===== config.mk =====
export PLATFORM = sky130hd
export DESIGN_NAME = down_timer
export DESIGN_NICKNAME = d
export VERILOG_FILES = /design/src/rtl/down_timer.sv
export SDC_FILE = /design/constraint.sdc
export NUM_CORES = 1
export LEC_CHECK = 0
export ABC_AREA = 1
export BUFFER_PORTS_ARGS = -buffer_cell sky130_fd_sc_hd__clkbuf_2
export CAP_MARGIN = 20
export CORE_MARGIN = 4
export CORE_UTILIZATION = 40
export DETAILED_ROUTE_END_ITERATION = 16
export SLEW_MARGIN = 20
export SYNTH_ARGS = -nofsm -noshare
export SYNTH_HDL_FRONTEND = slang
export SYNTH_SLANG_ARGS = --single-unit

===== constraint.sdc =====
create_clock -name clk -period 1.9 [get_ports clk]
set_input_delay 0.38 -clock clk [delete_from_list [all_inputs] [get_ports clk]]
set_output_delay 0.38 -clock clk [all_outputs]
set_load 0.005 [all_outputs]

===== src/rtl/down_timer.sv =====
// Loadable down-counting timer with terminal-count pulse and optional auto-reload.
// Used as a programmable delay or periodic tick source; tc marks each expiry.
module down_timer #(
  parameter int WIDTH = 8
) (
  input  logic             clk,
  input  logic             rst,
  input  logic [WIDTH-1:0] data_in,
  input  logic             ld,
  input  logic             dec,
  input  logic             reload_en,
  output logic [WIDTH-1:0] q,
  output logic             tc,
  output logic             busy,
  output logic             done,
  output logic [1:0]       state
);

  // state | meaning
  // IDLE  | nothing loaded (or zero loaded); dec ignored
  // ARMED | nonzero value loaded, waiting for first dec
  // RUN   | counting; dec=0 pauses
  // DONE  | expired without reload; q held at 0
  typedef enum logic [1:0] {
    IDLE  = 2'b00,
    ARMED = 2'b01,
    RUN   = 2'b10,
    DONE  = 2'b11
  } state_t;

  state_t           st, st_nxt;
  logic [WIDTH-1:0] q_r, q_nxt;
  logic [WIDTH-1:0] reload_r, reload_nxt;
  logic             tc_r, tc_nxt;

  always_ff @(posedge clk or negedge rst) begin
    if (!rst) begin
      st       <= IDLE;
      q_r      <= '0;
      reload_r <= '0;
      tc_r     <= 1'b0;
    end else begin
      st       <= st_nxt;
      q_r      <= q_nxt;
      reload_r <= reload_nxt;
      tc_r     <= tc_nxt;
    end
  end

  always_comb begin
    st_nxt     = st;
    q_nxt      = q_r;
    reload_nxt = reload_r;
    tc_nxt     = 1'b0;
    if (ld) begin
      q_nxt      = data_in;
      reload_nxt = data_in;
      st_nxt     = (data_in != '0) ? ARMED : IDLE;
    end else begin
      case (st)
        ARMED, RUN: begin
          // q==0 cannot occur here; the guard keeps the counter from ever wrapping
          if (dec && q_r != '0) begin
            if (q_r == WIDTH'(1)) begin
              tc_nxt = 1'b1;
              if (reload_en) begin
                q_nxt  = reload_r;
                st_nxt = RUN;
              end else begin
                q_nxt  = '0;
                st_nxt = DONE;
              end
            end else begin
              q_nxt  = q_r - WIDTH'(1);
              st_nxt = RUN;
            end
          end
        end
        default: ;
      endcase
    end
  end

  assign q     = q_r;
  assign tc    = tc_r;
  assign busy  = (st == RUN);
  assign done  = (st == DONE);
  assign state = st;

endmodule


==> results of run 1 <==
layer usage:
metal | GRT usage (%) | part of all wire [%] | up-vias
met4 | 10.30 | 3.5 | 0
li1 | - | - | 567
met3 | 2.686 | 3.9 | 8
met2 | 27.20 | 47 | 27
met1 | 20.43 | 46 | 497
met5 | 0 | 0 | -
power breakdown:
part           internal, mW  total (mW)  switching (mW)  leakage (nW)
combinational         0.144       0.387           0.243         0.530
sequential            0.465       0.529          0.0644         0.232
clock                0.0784       0.214           0.136        0.0177
cell families (layout without fill, tap and decap cells):
| family | after synthesis | in the layout | synth area share, % |
|---|---|---|---|
| AO/OA/AOI/OAI | 5 | 5 | 3.118 |
| buffers and inverters | 23 | 49 | 8.494 |
| AND/OR/NAND/NOR | 115 | 115 | 43.23 |
| flip-flops | 19 | 19 | 40.86 |
| adder cells (fa/ha/maj) | 4 | 4 | 4.301 |
path summary, 6_finish.rpt:
| path | endpoint | slack [ps] |
|---|---|---|
| setup reg to reg | q[5] | 160 |
| hold reg to reg | reload_r[7] | 480 |
| setup / recovery | q[5] | 160 |
| max in group asynchronous | q[2] | 1540 |
| min in group clk | reload_r[3] | 310 |
| hold / removal | reload_r[3] | 20 |
registers in the layout, indices dropped and copies added, names as in the netlist:
signal,count
q,8
reload_r,8
state,2
tc,1
metrics by stage:
stage	setup slack, ps	hold slack, ps
2_1_floorplan	413.1	84.41
3_3_place_gp	301.9	358.2
3_5_place_dp	192.9	370.1
4_1_cts	169.8	26.24
5_1_grt	42.52	35.74
6_report	160.9	17.23
final cells by class:
type	instances	area share (%)
clock buffer	3	1.692
clock inverter	1	0.3759
inverter	20	5.639
multi-input combinational	124	44.27
sequential	19	35.71
tap	31	2.914
timing repair buffer	25	9.398
synth_stat cells:
cell type and instances:
nand2_1 69, dfrtp_1 19, inv_1 19, nor2_1 17, nand3_1 14, nand4_1 6, ha_1 4, nand2_2 2
nor2_4 2, nor3_1 2, o21ai_0 2, a21oi_1 1, buf_2 1, buf_4 1, buf_6 1, inv_2 1
nand2_4 1, nand3_2 1, nor2_2 1, o211ai_2 1, o21ai_2 1
==> flow_metrics.py, run 1 <==
metrics = {
    "run_status": {
        "status": "finished, final reports clean",
    },
    "synthesis": {
        "synth_seq_area_share_pct": 40.86,
        "synth.yosys.warnings": 0,
        "leading_area_contributor_after_synthesis": "dfrtp_1",
        "yosys.area.top_type_share_pct": 40.86,
        "syn_area_um2": 1164,
        "synthesis.nets": 183,
        "synth_area_per_cell_um2": 7.010,
        "ys_top_cells_by_area": "dfrtp_1 (41%), nand2_1 (22%), inv_1 (6.1%), nand3_1 (6.0%), nor2_1 (5.5%)",
        "yosys_register_bits": 19,
        "syn-instance-count": 166,
        "synth_cell_type_count": 21,
    },
    "clock_network": {
        "post-cts-setup-buffers": 0,
        "cts.htree.levels": 1,
        "insertion_delay_ps": 300,
        "clock_tree.root_cell": "clkbuf_4",
        "cts.clk_slew.worst_paths_ps": 120,
        "clock_sink_count": 19,
        "cts_resized": 0,
        "cts-root-to-sink-buffers": 2,
        "cts-hold-fix-buffers": 0,
        "cts_tree": "yes",
        "cts_made_buffers": 3,
    },
    "die": {
        "initial_cell_density_of_the_core_pct": 42.20,
        "design.die.area_um2": 3836,
        "num_io_pins": 26,
        "core_region_area_um2": 2758,
        "die_w_um": 61.94,
        "die-height_um": 61.94,
        "row_count": 19,
    },
    "timing": {
        "max-slew-margin-rel_pct": 66.62,
        "hold_violations": 0,
        "worst_clock_skew_ps": 1.672,
        "maxClockFrequency_ghz": 0.5750,
        "totalNegativeSetupSlack_ps": 0,
        "timing.final.crit_period_ps": 1739,
        "setup_viol": 0,
        "report.final.slew_viol_count": 0,
        "grt_setup_unrepaired": "no",
        "transition_time_at_the_pin_with_the_least_slew_margin_ps": 500.7,
        "fin_crit_sh_pct": 91.53,
    },
    "finish": {
        "layout.cells.most_common": "nand2_1",
        "final_area_um2": 1331,
        "multiInputGateArea_um2": 589.3,
        "area_delta_synth_final_pct": 14.41,
        "layout_cell_share_with_drive_strength_beyond_1_pct": 20.31,
        "fill_cells": 293,
        "mostFrequentLayoutCells": "nand2_1 (69), clkbuf_2 (25), inv_1 (19), dfrtp_1 (19), nor2_1 (17)",
        "register_area_um2": 475.5,
        "diodes_inserted": 0,
        "final-instance-count-excl-fill": 223,
        "final_core_utilization_pct": 48.28,
        "net_count_of_the_finished_layout": 210,
    },
    "critical_path": {
        "critical-path-slowest-cell": "dfrtp_1",
        "critPathMaxFanout": 14,
        "data_required_time_of_the_critical_path_ps": 2110,
        "cp_depth": 11,
        "cells_on_worst_reg2reg_path": 11,
        "critical_path_buffer_and_inverter_count": 4,
        "max_stage_delay_ps": 430,
        "crit_chain": "inv_1 -> ha_1 -> inv_1 -> nor2_1 -> nand4_1 -> nand2_2 -> nand2_4 -> inv_1 -> nand2_1 -> nand2_1 -> inv_1",
        "critical_path.reg2reg.startpoint": "q[0]",
        "timing.critical_path.to_type": "flip-flop",
        "critical_path_arrival_ps": 1950,
        "kind_of_start_point_of_the_critical_path": "flip-flop",
        "critPathTopFamily": "simple AND/OR/NAND/NOR gates",
        "criticalPathCategory": "flip-flop to flip-flop",
        "cpMostUsedCell": "inv_1",
        "setup.worst_path.start": "q[0]",
    },
    "global_route": {
        "total_congestion_overflow": 0,
        "grt_pass1_wl_um": 4595,
        "antenna_found_initial": 0,
        "vias_in_the_first_global_route": 1052,
        "pin_count_of_the_biggest_net_entering_global_routing": 20,
        "grt_usage_pct": 16.65,
    },
    "drt": {
        "routed_via_density": 4.928,
        "drc": 0,
        "first_iter_violations": 34,
        "detail_route.wirelength_um": 2710,
        "wl_per_cell_um": 12.15,
        "route.vias.total": 1099,
        "detail_route.first_pass.iterations": 4,
        "antenna_left": 0,
    },
    "power_and_ir_drop": {
        "post-layout-total-power_mw": 1.130,
        "power.static_leakage_nw": 0.7806,
        "power_density_nw_per_um2": 849.1,
        "vdd.ir_drop.worst_v": 0.0006723,
    },
    "job": {
        "max_cap_viol_count": 0,
    },
    "placement": {
        "detailed_place.area_um2": 1304,
        "routabilityCongestion": 0.9271,
        "buffer_ports.inserted": 25,
        "hpwl_um": 2110,
        "dp.cells": 219,
    },
    "worst_hold_path": {
        "hold_path_class": "input port to asynchronous set/reset pin",
    },
}
No activity file was read; power rests on OpenSTA's default activity.
==> run 2, diff against run 1 <==
==> constraint.sdc (replaced) <==
create_clock -name clk -period 1.81 [get_ports clk]
set_input_delay 0.181 -clock clk [delete_from_list [all_inputs] [get_ports clk]]
set_output_delay 0.181 -clock clk [all_outputs]
set_load 0.005 [all_outputs]
==> flow_metrics.py, run 2 (synthesis results as in run 1) <==
metrics = {
    "power_and_ir_drop": {
        "vdd.ir_drop.worst_v": 0.0007046,
        "p_switching_mw": 0.4642,
        "power_report.internal_total_mw": 0.7227,
        "power.static_leakage_nw": 0.7833,
        "share_comb_of_total_power_pct": 34.4,
        "p_seq_share_pct": 46.8,
        "power_density_nw_per_um2": 884.9,
        "share_clk_of_total_power_pct": 18.8,
        "switching_power_share_of_the_total_pct": 39.11,
    },
    "timing": {
        "timing.final.crit_period_ps": 1688,
        "fin_ws_ps": 121.8,
        "max-slew-margin-rel_pct": 66.34,
        "worst_clock_skew_ps": 1.555,
        "transition_time_at_the_pin_with_the_least_slew_margin_ps": 504.9,
        "setup_viol": 0,
        "report.final.slew_viol_count": 0,
        "maxClockFrequency_ghz": 0.5924,
        "hold_violations": 0,
        "totalNegativeSetupSlack_ps": 0,
        "fin_crit_sh_pct": 93.27,
        "grt_setup_unrepaired": "no",
    },
    "critical_path": {
        "crit_chain": "inv_1 -> ha_1 -> inv_1 -> nor2_1 -> nand4_1 -> nand2_2 -> nand2_4 -> inv_2 -> nand2_1 -> nand2_1 -> inv_1",
        "kind_of_start_point_of_the_critical_path": "flip-flop",
        "critPathMaxFanout": 14,
        "critical_path_arrival_ps": 1900,
        "critical_path.reg2reg.startpoint": "q[0]",
        "max_stage_delay_ps": 430,
        "worst-r2r-setup-slack_ps": 120,
        "critical-path-slowest-cell": "dfrtp_1",
        "cells_on_worst_reg2reg_path": 11,
        "data_required_time_of_the_critical_path_ps": 2020,
        "criticalPathCategory": "flip-flop to flip-flop",
        "cpMostUsedCell": "inv_1",
        "worst_reg2reg_path_endpoint": "q[5]",
        "timing.critical_path.to_type": "flip-flop",
    },
    "placement": {
        "hpwl_um": 2110,
        "place_ws_ps": 102.9,
        "buffer_ports.inserted": 25,
        "dp.cells": 219,
        "routabilityCongestion": 0.9271,
    },
    "clock_network": {
        "cts_made_buffers": 3,
        "cts-root-to-sink-buffers": 2,
        "cts.clk_slew.worst_paths_ps": 120,
        "clock_tree.root_cell": "clkbuf_4",
        "insertion_delay_ps": 300,
        "cts_tree": "yes",
        "clock_sink_count": 19,
        "cts.htree.levels": 1,
    },
    "global_route": {
        "grt_pass1_wl_um": 4581,
        "grt_usage_pct": 16.65,
        "antenna_found_initial": 0,
        "total_congestion_overflow": 0,
        "vias_in_the_first_global_route": 1057,
        "pin_count_of_the_biggest_net_entering_global_routing": 20,
    },
    "drt": {
        "route.vias.total": 1102,
        "detail_route.first_pass.iterations": 4,
        "wl_per_cell_um": 12.12,
        "drc": 0,
        "detail_route.wirelength_um": 2714,
        "antenna_left": 0,
        "first_iter_violations": 26,
        "routed_via_density": 4.920,
    },
    "worst_hold_path": {
        "whs_endpoint": "reload_r[3]",
        "hold-path-cell-count": 3,
        "hold_path_startpoint": "data_in[3]",
        "hold_path_class": "input port to flip-flop",
    },
    "finish": {
        "area_delta_synth_final_pct": 15.27,
        "fill_cells": 292,
        "layout_cell_share_with_drive_strength_beyond_1_pct": 20.73,
        "diodes_inserted": 0,
        "final-instance-count-excl-fill": 224,
        "mostFrequentLayoutCells": "nand2_1 (69), clkbuf_2 (25), dfrtp_1 (19), inv_1 (18), nor2_1 (17)",
        "net_count_of_the_finished_layout": 211,
        "layout.cells.most_common": "nand2_1",
    },
    "die": {
        "design.die.area_um2": 3836,
        "die-height_um": 61.94,
        "row_count": 19,
        "die_w_um": 61.94,
        "initial_cell_density_of_the_core_pct": 42.20,
        "num_io_pins": 26,
        "core_region_area_um2": 2758,
    },
    "job": {
        "max_cap_viol_count": 0,
    },
    "run_status": {
        "status": "finished, final reports clean",
    },
}
==> run 2: cell type report <==
type / count / area (µm²) / area share, %
Multi-Input combinational cell: 124 / 589.3 / 43.94
Inverter: 20 / 75.07 / 5.597
Sequential cell: 19 / 475.5 / 35.45
Timing Repair Buffer: 26 / 135.1 / 10.07
Clock buffer: 3 / 22.52 / 1.679
Tap cell: 31 / 38.79 / 2.892
Clock inverter: 1 / 5.005 / 0.3731
==> run 2: through the flow <==
step | total power, mW | util, % | area [µm²] | hold slack, ps
2_1_floorplan | 0.8325 | - | 1164 | -114.6
3_3_place_gp | 0.9687 | 47.28 | 1304 | 159.2
3_5_place_dp | 0.9732 | 47.28 | 1304 | 171.1
4_1_cts | 1.202 | 48.64 | 1341 | 91.91
5_1_grt | 1.294 | 48.64 | 1341 | 100.9
6_report | 1.187 | 48.64 | 1341 | 110.3
==> run 2: what timing repair did <==
item,4_1_cts,5_1_grt
buffers inserted,0,0
hold buffers,1,0
endpoints found under the hold margin,19,0
setup endpoints to repair,0,2
gates resized for setup,0,1
==> run 2: worst max path at each step <==
| stage | start | to | slack (ps) | depth (start not counted) |
|---|---|---|---|---|
| CTS | q[0] | q[5] | 80 | 11 |
| global route | q[0] | q[5] | 9 | 11 |
| detailed placement | q[0] | q[5] | 100 | 11 |
| finish | q[0] | q[5] | 120 | 11 |
| floorplan | q[0] | state[0] | 320 | 10 |
| global placement | q[0] | q[7] | 210 | 11 |
==> run 2: power by group through the flow <==
stage | Combinational, mW | Sequential, mW | Clock [mW]
floorplan | 0.278 | 0.555 | 0
global placement | 0.410 | 0.559 | 0
detailed placement | 0.410 | 0.563 | 0
CTS | 0.413 | 0.555 | 0.234
global route | 0.481 | 0.565 | 0.249
finish | 0.409 | 0.555 | 0.223
==> run 2: routing by layer <==
metal | track usage (%) | vias up | routed length (µm)
li1 | - | 568 | -
met1 | 20.05 | 501 | 1232
met2 | 27.65 | 25 | 1289
met3 | 2.686 | 8 | 98
met4 | 10.30 | 0 | 94
met5 | 0 | - | 0
==> run 2: worst max-delay path: cells and delay by family (launching register included) <==
family	cells	cell delay (ps)
AND/OR/NAND/NOR	6	680
flip-flops	1	430
buffers and inverters	4	310
adder cells (fa/ha/maj)	1	170
==> run 3, diff against run 2 <==
==> constraint.sdc (replaced) <==
create_clock -name clk -period 1.6 [get_ports clk]
set_input_delay 0.16 -clock clk [delete_from_list [all_inputs] [get_ports clk]]
set_output_delay 0.16 -clock clk [all_outputs]
set_load 0.005 [all_outputs]
==> flow_metrics.py, run 3 (synthesis results as in run 1) <==
metrics = {
    "power_and_ir_drop": {
        "power.static_leakage_nw": 0.8340,
        "power_density_nw_per_um2": 1008,
        "vdd.ir_drop.worst_v": 0.0005875,
    },
    "critical_path": {
        "setup.worst_path.end": "q[7]",
        "critical_path.reg2reg.startpoint": "q[1]",
        "kind_of_start_point_of_the_critical_path": "flip-flop",
        "critical_path_arrival_ps": 1740,
        "criticalPathCategory": "flip-flop to flip-flop",
        "timing.critical_path.to_type": "flip-flop",
        "worst_reg2reg_path_endpoint": "q[7]",
        "data_required_time_of_the_critical_path_ps": 1820,
        "worst-r2r-setup-slack_ps": 80,
        "cells_on_worst_reg2reg_path": 11,
        "critPathMaxFanout": 7,
        "setup.worst_path.start": "q[1]",
    },
    "global_route": {
        "grt_usage_pct": 17.02,
        "antenna_found_initial": 0,
        "grt_pass1_wl_um": 4830,
        "total_congestion_overflow": 0,
        "pin_count_of_the_biggest_net_entering_global_routing": 20,
        "vias_in_the_first_global_route": 1100,
    },
    "drt": {
        "first_iter_violations": 26,
        "detail_route.wirelength_um": 2928,
        "wl_per_cell_um": 12.46,
        "antenna_left": 0,
        "drc": 0,
        "route.vias.total": 1182,
        "routed_via_density": 5.030,
        "detail_route.first_pass.iterations": 4,
    },
    "timing": {
        "totalNegativeSetupSlack_ps": 0,
        "max-slew-margin-rel_pct": 68.88,
        "report.final.slew_viol_count": 0,
        "fin_crit_sh_pct": 95.04,
        "hold_violations": 0,
        "transition_time_at_the_pin_with_the_least_slew_margin_ps": 466.9,
        "worst_clock_skew_ps": 3.420,
        "timing.final.crit_period_ps": 1521,
        "grt_setup_unrepaired": "yes",
        "maxClockFrequency_ghz": 0.6576,
        "setup_viol": 0,
    },
    "run_status": {
        "status": "finished, final reports clean",
    },
    "placement": {
        "hpwl_um": 2181,
        "routabilityCongestion": 0.9186,
        "dp.cells": 223,
        "buffer_ports.inserted": 25,
    },
    "finish": {
        "layout.cells.most_common": "nand2_1",
        "diodes_inserted": 0,
        "mostFrequentLayoutCells": "nand2_1 (67), clkbuf_2 (25), dfrtp_1 (19), inv_1 (15), nor2_1 (14)",
        "area_delta_synth_final_pct": 27.63,
        "layout_cell_share_with_drive_strength_beyond_1_pct": 30.39,
        "final-instance-count-excl-fill": 235,
        "net_count_of_the_finished_layout": 222,
    },
    "clock_network": {
        "clock_tree.root_cell": "clkbuf_4",
        "insertion_delay_ps": 300,
        "cts.htree.levels": 1,
        "cts_tree": "yes",
        "clock_sink_count": 19,
        "cts.clk_slew.worst_paths_ps": 120,
        "cts-root-to-sink-buffers": 2,
        "cts_made_buffers": 3,
    },
    "die": {
        "initial_cell_density_of_the_core_pct": 42.20,
        "die_w_um": 61.94,
        "die-height_um": 61.94,
        "core_region_area_um2": 2758,
        "row_count": 19,
        "num_io_pins": 26,
        "design.die.area_um2": 3836,
    },
    "job": {
        "max_cap_viol_count": 0,
    },
    "worst_hold_path": {
        "hold_path_startpoint": "data_in[3]",
        "hold_path_class": "input port to flip-flop",
    },
}
[run 3: changes by cell type in the layout (fill, tap and decap cells not counted), moves of 2 or more]
| cell | delta |
|---|---|
| inv_1 | -3 |
| ha_1 | -2 |
| nor2_2 | +3 |
| nand2_1 | -2 |
| buf_4 | +9 |
| nor2_1 | -3 |
[run 3: timing repair]
| action | CTS | global route |
|---|---|---|
| endpoints found under the hold margin | 19 | 0 |
| pin swaps | 0 | 9 |
| endpoints found under the setup margin | 2 | 9 |
| buffers inserted | 0 | 5 |
| gates cloned | 0 | 2 |
| hold buffers | 1 | 0 |
| resized for setup | 1 | 18 |
[run 3: worst min path at each step]
stage             endpoint  slack (ps)  cells past startpoint
2_1_floorplan         q[0]        -140                      0
3_3_place_gp   reload_r[4]         140                      1
3_5_place_dp   reload_r[2]         150                      1
4_1_cts        reload_r[3]          80                      3
5_1_grt        reload_r[3]          80                      3
6_report       reload_r[3]          90                      3
[run 3: critical path, cell delays in order (launching register included)]
cell and delay (ps):
dfrtp_1 420, inv_2 100, ha_4 150, inv_4 40, nor2_4 100, nand4_1 150
nand2_4 170, nand2_8 90, inv_6 90, nand2_2 40, nand2_1 50, inv_1 30
[run 3: per-stage QoR]
stage / hold slack (ps) / setup WS [ps] / power, mW / utilization, % / area, µm²
after floorplan: -135.6 / 113.1 / 0.9417 / - / 1164
after global placement: 136.7 / 65.05 / 1.123 / 48.37 / 1334
after detailed placement: 145.6 / -19.86 / 1.131 / 48.37 / 1334
after CTS: 80.54 / 4.754 / 1.389 / 49.73 / 1371
after global routing: 75.25 / -30.73 / 1.627 / 53.86 / 1485
final: 86.79 / 79.39 / 1.497 / 53.86 / 1485
[run 3: routing by layer]
metal	track usage [%]	vias to the layer above	wire [µm]
li1	-	596	-
met1	22.04	539	1244
met2	28.25	37	1420
met3	2.479	10	155
met4	7.273	0	108
met5	0	-	0
[run 3: layout make-up]
type | instances | area (µm²)
clock buffer | 3 | 22.52
clock inverter | 1 | 5.005
fill | 290 | 1272
inverter | 20 | 82.58
multi-input combinational | 126 | 658.1
sequential | 19 | 475.5
tap | 31 | 38.79
timing repair buffer | 35 | 202.7
[run 3: where the power goes]
group | total, mW | leakage (nW) | switching (mW) | internal (mW)
clock network | 0.257 | 0.0177 | 0.163 | 0.0932
logic | 0.608 | 0.584 | 0.353 | 0.256
registers | 0.632 | 0.232 | 0.0802 | 0.552
total | 1.50 | 0.834 | 0.596 | 0.901
